### config.mk
export PLATFORM = sky130hd
export DESIGN_NAME = fetch_stage
export DESIGN_NICKNAME = d
export VERILOG_FILES = /design/src/rtl/fetch_stage.sv
export SDC_FILE = /design/constraint.sdc
export NUM_CORES = 1
export LEC_CHECK = 0
export CAP_MARGIN = 20
export CELL_PAD_IN_SITES_DETAIL_PLACEMENT = 0
export CELL_PAD_IN_SITES_GLOBAL_PLACEMENT = 1
export CORE_ASPECT_RATIO = 2
export CORE_MARGIN = 2
export CORE_UTILIZATION = 31
export CTS_CLUSTER_DIAMETER = 30
export DETAILED_ROUTE_END_ITERATION = 6
export PLACE_DENSITY_LB_ADDON = 0.1
export SYNTH_ARGS = -nofsm -noshare
export SYNTH_HDL_FRONTEND = slang
export SYNTH_SLANG_ARGS = --single-unit
### constraint.sdc
create_clock -name i_clk -period 2.1 [get_ports i_clk]
set_input_delay 0.42 -clock i_clk [delete_from_list [all_inputs] [get_ports i_clk]]
set_output_delay 0.42 -clock i_clk [all_outputs]
set_load 0.02 [all_outputs]
### src/rtl/fetch_stage.sv
// Instruction-fetch stage: PC register, next-PC selection, imem handshake and IF/ID register.
// Optional architectural branch delay slot is enabled by defining DELAY_SLOT_EN.
module fetch_stage #(
  parameter logic [31:0] RESET_VEC = 32'h8000_0000,
  parameter logic [31:0] ILLOP_VEC = 32'h8000_0004,
  parameter logic [31:0] XADR_VEC  = 32'h8000_0008
) (
  input  logic        i_clk,
  input  logic        i_reset,
  input  logic        i_stall,
  input  logic        i_redirect_valid,
  input  logic [2:0]  i_redirect_sel,
  input  logic [31:0] i_redirect_target,
  output logic        o_imem_req,
  output logic [31:0] o_imem_addr,
  input  logic [31:0] i_imem_rdata,
  input  logic        i_imem_ready,
  output logic [31:0] o_pc,
  output logic [31:0] o_ifid_instr,
  output logic [31:0] o_ifid_pc_plus4,
  output logic        o_ifid_valid
);

  localparam logic [0:0] S_FETCH = 1'b0;
  localparam logic [0:0] S_DROP  = 1'b1;

`ifdef DELAY_SLOT_EN
  localparam bit C_SLOT_EN = 1'b1;
`else
  localparam bit C_SLOT_EN = 1'b0;
`endif

  logic [0:0]  r_state;
  logic [31:0] r_pc;
  logic [31:0] r_pend_pc;
  logic        r_pend_slot;
  logic [31:0] r_ifid_instr;
  logic [31:0] r_ifid_pc_plus4;
  logic        r_ifid_valid;

  logic [0:0]  w_nxt_state;
  logic [31:0] w_nxt_pc;
  logic [31:0] w_nxt_pend_pc;
  logic        w_nxt_pend_slot;
  logic [31:0] w_nxt_ifid_instr;
  logic [31:0] w_nxt_ifid_pc_plus4;
  logic        w_nxt_ifid_valid;

  logic [31:0] w_pc_plus4;
  logic [31:0] w_redir_pc;
  logic        w_sel_flow;
  logic        w_sel_trap;
  logic        w_take;
  logic        w_trap_take;
  logic [31:0] w_drop_pc;
  logic        w_drop_slot;

  // Incrementing never touches the supervisor bit; wrap stays inside the half.
  assign w_pc_plus4 = {r_pc[31], r_pc[30:0] + 31'd4};

  assign w_sel_flow  = (i_redirect_sel == 3'd1) || (i_redirect_sel == 3'd2) ||
                       (i_redirect_sel == 3'd3);
  assign w_sel_trap  = (i_redirect_sel == 3'd4) || (i_redirect_sel == 3'd5);
  assign w_take      = i_redirect_valid && (w_sel_flow || w_sel_trap);
  assign w_trap_take = i_redirect_valid && w_sel_trap;

  always_comb begin
    w_redir_pc = i_redirect_target;
    case (i_redirect_sel)
      3'd1, 3'd2: w_redir_pc = {r_ifid_pc_plus4[31], i_redirect_target[30:0]};
      3'd4:       w_redir_pc = ILLOP_VEC;
      3'd5:       w_redir_pc = XADR_VEC;
      default:    w_redir_pc = i_redirect_target;
    endcase
  end

  // While draining a fetch only traps may replace the pending target.
  assign w_drop_pc   = w_trap_take ? w_redir_pc : r_pend_pc;
  assign w_drop_slot = w_trap_take ? 1'b0 : r_pend_slot;

  always_comb begin
    w_nxt_state         = r_state;
    w_nxt_pc            = r_pc;
    w_nxt_pend_pc       = r_pend_pc;
    w_nxt_pend_slot     = r_pend_slot;
    w_nxt_ifid_instr    = r_ifid_instr;
    w_nxt_ifid_pc_plus4 = r_ifid_pc_plus4;
    w_nxt_ifid_valid    = r_ifid_valid;

    case (r_state)
      S_FETCH: begin
        if (w_take) begin
          w_nxt_ifid_instr = 32'h0;
          w_nxt_ifid_valid = 1'b0;
          if (i_imem_ready) begin
            w_nxt_pc = w_redir_pc;
            if (C_SLOT_EN && w_sel_flow) begin
              w_nxt_ifid_instr    = i_imem_rdata;
              w_nxt_ifid_pc_plus4 = w_pc_plus4;
              w_nxt_ifid_valid    = 1'b1;
            end
          end else begin
            w_nxt_pend_pc   = w_redir_pc;
            w_nxt_pend_slot = w_sel_flow;
            w_nxt_state     = S_DROP;
          end
        end else if (!i_stall) begin
          if (i_imem_ready) begin
            w_nxt_ifid_instr    = i_imem_rdata;
            w_nxt_ifid_pc_plus4 = w_pc_plus4;
            w_nxt_ifid_valid    = 1'b1;
            w_nxt_pc            = w_pc_plus4;
          end else begin
            w_nxt_ifid_instr = 32'h0;
            w_nxt_ifid_valid = 1'b0;
          end
        end
      end

      S_DROP: begin
        w_nxt_ifid_instr = 32'h0;
        w_nxt_ifid_valid = 1'b0;
        if (i_imem_ready) begin
          w_nxt_pc    = w_drop_pc;
          w_nxt_state = S_FETCH;
          if (C_SLOT_EN && w_drop_slot) begin
            w_nxt_ifid_instr    = i_imem_rdata;
            w_nxt_ifid_pc_plus4 = w_pc_plus4;
            w_nxt_ifid_valid    = 1'b1;
          end
        end else begin
          w_nxt_pend_pc   = w_drop_pc;
          w_nxt_pend_slot = w_drop_slot;
        end
      end

      default: w_nxt_state = S_FETCH;
    endcase
  end

  always_ff @(posedge i_clk) begin
    if (!i_reset) begin
      r_state         <= S_FETCH;
      r_pc            <= RESET_VEC;
      r_pend_pc       <= 32'h0;
      r_pend_slot     <= 1'b0;
      r_ifid_instr    <= 32'h0;
      r_ifid_pc_plus4 <= 32'h0;
      r_ifid_valid    <= 1'b0;
    end else begin
      r_state         <= w_nxt_state;
      r_pc            <= w_nxt_pc;
      r_pend_pc       <= w_nxt_pend_pc;
      r_pend_slot     <= w_nxt_pend_slot;
      r_ifid_instr    <= w_nxt_ifid_instr;
      r_ifid_pc_plus4 <= w_nxt_ifid_pc_plus4;
      r_ifid_valid    <= w_nxt_ifid_valid;
    end
  end

  // Requests are suppressed for as long as reset is held low.
  assign o_imem_req      = i_reset;
  assign o_imem_addr     = r_pc;
  assign o_pc            = r_pc;
  assign o_ifid_instr    = r_ifid_instr;
  assign o_ifid_pc_plus4 = r_ifid_pc_plus4;
  assign o_ifid_valid    = r_ifid_valid;

endmodule

# Word level (Yosys, flattened, before mapping)
# Cells that the tools add are included.
[word_totals]
word_cells = 56
output_inout_bits = 130
input_bits = 72
regBits = 130
[op_classes]
addsub = 1
bitwise = 3
eq_ne = 11
n_reduce_logical = 11
muxes = 23
[op_table]
columns = ["cell", "n"]
rows = [
  ["$mux 32", 10],
  ["$pmux 32 s2", 3],
  ["$pmux 32 s3", 1],
  ["$mux 31", 2],
  ["$add 31x3->31 const B", 1],
  ["$ne 2x2->1 const B", 5],
  ["$reduce_and 3->1", 3],
  ["$eq 3x2->1 const B", 2],
  ["$eq 3x3->1 const B", 2],
  ["$mux 1", 5],
  ["$logic_or 1x1->1", 4],
  ["$pmux 1 s2", 2],
  ["$reduce_and 4->1", 1],
  ["$eq 3x1->1 const B", 1],
  ["$ne 3x3->1 const B", 1],
  ["$not 1->1", 3],
  ["$logic_and 1x1->1", 2],
  ["$reduce_or 2->1", 1],
]

# Logic depth before layout (Yosys ltp)
[logic_depth]
ltp_word = 7
mapped_depth = 10
ltp_nobuf = 6

# Worst setup path before layout
# Ideal clock, no wire load.
[synth_path]
kind = "flip-flop to flip-flop"
startpoint = "register r_pc[14], in the netlist o_imem_addr[14]"
endpoint = "register r_pc[27], in the netlist o_imem_addr[27]"
setup_time_ns = 0.115
arrival_time_ns = 2.202
t_required_ns = 1.985
period_less_slack_ns = 2.317
setup_slack_ns = -0.217
stages_incl_launch_ff = 7
path_buffers = 1
cell_sequence = "dfxtp_1 clkbuf_1 and4_1 nand4_1 or4_1 a221o_1 o21a_1"
[synth_via]
elab_chain_len = 5
[synth_lines]
columns = ["item", "line", "text"]
rows = [
  ["start, declared", "34", "logic [31:0] r_pc;"],
  ["start signal, assigned", "152", "r_pc <= w_nxt_pc;"],
  ["$add 31x3->31", "59", "assign w_pc_plus4 = {r_pc[31], r_pc[30:0] + 31'd4};"],
  ["$mux 31", "108", "if (i_imem_ready) begin"],
  ["$mux 31", "107", "end else if (!i_stall) begin"],
  ["$mux 32", "92", "if (w_take) begin"],
  ["$pmux 32 s2", "90", "case (r_state)"],
]
# No other way between the ends. The select of a mux whose other input is x is not followed.
# A chain may end at the register's enable or synchronous reset.

# Worst setup path after layout
[layout_path]
startpoint = "register r_pc[23], in the netlist o_imem_addr[23]"
endpoint = "output port o_pc[23]"
[layout_rtl]
columns = ["item", "line", "text"]
rows = [
  ["end, declared", "18", "output logic [31:0] o_pc,"],
]
# No word-level cell between the ends.

==> results.md <==
* Area delta synth->final at 54.47%
* Tot GR Track Use at a little over a fifth
* Max VDD drop at between 0.4 and 0.5 mV
* Std-Cell Rows at 74
* Post-Syn Instances at 744
* Yosys warnings at 0
* Simple-Gate Fraction of Synth Area at 17.35%
* Port Buffers at around 200
* Placed cells at ~1200
* Area of the mapped netlist at 6331 sq um
* Slew headroom at about 61%
* DRT Wirelength at around 23000 um
* Setup TNS at 0 ps
* Largest net degree at the start of global routing at 46
* Routed wire per std cell at 18.54 um
* Most frequent cells in the layout: clkdlybuf4s50_1 (200), dfxtp_1 (118), nor2_1 (95), buf_4 (95), a22oi_1 (52)
* Worst hold path class: reg2reg
* CP startpoint kind: register
* Die area at ~22000 sq um
* Hold buffer count at CTS at 0
* Filler cells at between 1500 and 2000
* Register area share after synthesis at roughly two fifths
* Multi-input combinational cell area at 3206 sq um
* Die width at 105.1 um
* Final period util at a little over nine tenths
* Dominant cell type by area after synthesis: dfxtp_1
* Die Y at approximately 200 um
* Inserted Clock Buffers at 17
* FFs w/ async S/R, synth at 0%
* Root buf cell: clkbuf_16
* Initial antenna violation count at 0
* Slew Viols, Final at 0
* LEAKAGE at approximately 3.5 nW
* Post-synthesis mux area share at less than 1%
* Maximum clock rate at 483.2 MHz
* Detail Placement HPWL at 17700 um
* PwrDens at approximately 700 nW/um^2
* Residual DRC count at 0
* Register bit total from synthesis at between 100 and 150
* TritonCTS clock tree: done
* I/O pin cnt at ~200
* Routability Congestion at approximately 0.87
* Xor-xnor portion of the synthesized cell area at 3.874%
* First-pass GRT wire length at between 30000 and 40000 um
* Critical Path Sink Type: output port
* CORE AREA at ~20000 sq um
* Sequential cell area at 2618 sq um
* Starting Density at between 30 and 40%
* Post-synth EDFFs at 0
* Share of post-route cells with drive strength above 1 at about 18%
* Compound-Gate Fraction of Synth Area at 27.39%
* Clk sink count at 130
* Fin crit period at between 2000 and 2500 ps
* Critical Path RT at about 1700 ps
* Final Hold Viols at 0
* ANT nets after route at 0
* Mapped Avg Cell Area at 8.510 sq um
* Adder-Cell Fraction of Synth Area at 0.1976%
* Cell variety after synth at about 60
* Final cell count without fillers at 1248
* Drt via density at about 5.3
* Worst-margin pin slew at 579.7 ps
* Drt first pass iters at 5
* Finish-stage setup viols at 0
* Mapped Nets at just over 800
* Layout Nets at 1042
* Clock-pin slew on the worst setup and hold paths at about 60 ps
* Clock buffer depth at 2
* Initial drt markers at 280
* Main combinational cell family by area after synthesis: compound AO/OA/AOI/OAI gates
* RSZ-0062 raised after global routing: true
* Clock Latency Late Sink at between 400 and 500 ps
* Status: finished clean
* Reg2reg setup slack at approximately 60 ps
* # Max-Cap Violations at 0
* Synth top area cells: dfxtp_1 (41%), a22oi_1 (6.2%), nor2_1 (5.6%)
* Commonest non-fill, non-tap cell in the layout: clkdlybuf4s50_1
* Clock Skew at 9.923 ps
* N_diodes at 0
* CTS H-tree depth at 4
* Critical path type: reg2out
* Hold Worst Slack at around 460 ps
* Ys flop type: dfxtp_1
* Critical Path AT at between 1500 and 2000 ps
* DR vias at ~6600
* Total gr overflow at 0
* Worst Path Max Fanout at 6
* Synth top area share at around two fifths
* Number of global-route vias before repair at between 6000 and 7000
metal layers:
metal	track usage (%)	share of wire, %
met5	0	0
met4	8.952	3.0
met3	4.037	4.8
met2	40.68	55
met1	22.64	37
area by class of cell:
type | instances | area share, %
clock buffers | 19 | 4.529
repair buffers | 312 | 30.99
flip-flops and latches | 130 | 26.77
well taps | 266 | 3.403
inverters | 6 | 0.2303
clock inverters | 13 | 1.305
multi-input cells | 502 | 32.78
logic make-up (layout without fill, tap and decap cells):
group / after synthesis / count (layout)
AOI/OAI and AO/OA: 245 / 245
xor gates and xnor gates: 28 / 28
adders and majority gates: 1 / 1
buffers and inverters: 112 / 350
DFF: 130 / 130
muxes: 3 / 3
and+or+nand+nor: 225 / 225
report_power, final:
| group | internal [mW] | switching (mW) | total (mW) |
|---|---|---|---|
| clock | 1.68 | 1.19 | 2.87 |
| combinational | 0.616 | 0.635 | 1.25 |
| sequential | 2.58 | 0.0767 | 2.66 |
final timing paths:
| path | start | to | cells after the start |
|---|---|---|---|
| worst max-delay path | o_imem_addr[23] | o_pc[23] | 2 |
| worst max register to register | o_imem_addr[8] | o_imem_addr[24] | 6 |
| worst min register to register | o_ifid_pc_plus4[0] | o_ifid_pc_plus4[0] | 2 |
| worst min-delay path | o_ifid_pc_plus4[0] | o_ifid_pc_plus4[0] | 2 |
Yosys cell counts (3+ instances only):
| cell type | number |
|---|---|
| a32oi_1 | 28 |
| nor3b_1 | 3 |
| or3_1 | 4 |
| clkbuf_1 | 47 |
| inv_1 | 5 |
| a22oi_1 | 52 |
| dfxtp_1 | 130 |
| and2_1 | 10 |
| nor2_1 | 95 |
| and3_1 | 8 |
| a21o_1 | 3 |
| xor2_1 | 15 |
| nor4_1 | 5 |
| and4_1 | 4 |
| a21boi_0 | 4 |
| nor4b_1 | 3 |
| o31a_1 | 5 |
| nand3b_1 | 4 |
| buf_2 | 18 |
| nor3_1 | 13 |
| o21ai_0 | 37 |
| o41ai_1 | 3 |
| a211oi_1 | 17 |
| nand2_1 | 31 |
| xnor2_1 | 13 |
| nand4_1 | 17 |
| a31oi_1 | 5 |
| buf_4 | 36 |
| o22ai_1 | 3 |
| nand3_1 | 17 |
| o21a_1 | 13 |
| a32o_1 | 8 |
| mux2i_1 | 3 |
| nand2b_1 | 4 |
| o211ai_1 | 5 |
| a21oi_1 | 43 |
| buf_6 | 4 |
flip-flops by register name, indices dropped and copies added (netlist names):
name / flops
o_ifid_pc_plus4: 32
r_pend_pc: 32
o_ifid_valid: 1
o_ifid_instr: 32
r_state: 1
o_imem_addr: 32
critical path, cell delays in order (launching register included):
cell and delay, ps:
dfxtp_1 450, buf_4 190, clkdlybuf4s50_1 600
stage by stage:
| stage | util, % | power, mW | worst slack [ps] | area, sq um |
|---|---|---|---|---|
| finish | 48.23 | 6.776 | 30.39 | 9779 |
| global placement | 45.08 | 3.939 | -417.9 | 9141 |
| CTS | 47.98 | 6.862 | -2.949 | 9729 |
| detailed placement | 45.08 | 3.952 | -466.2 | 9141 |
| global route | 48.23 | 7.078 | -15.00 | 9779 |
| floorplan | - | 3.319 | -69.11 | 6395 |
repair_timing:
| item | CTS | global route |
|---|---|---|
| resized for setup | 5 | 13 |
| setup buffers | 0 | 1 |
| setup endpoints to repair | 12 | 51 |
| endpoints found under the hold margin | 0 | 0 |
| pin swaps | 0 | 2 |
No activity file was read; power rests on OpenSTA's default activity.
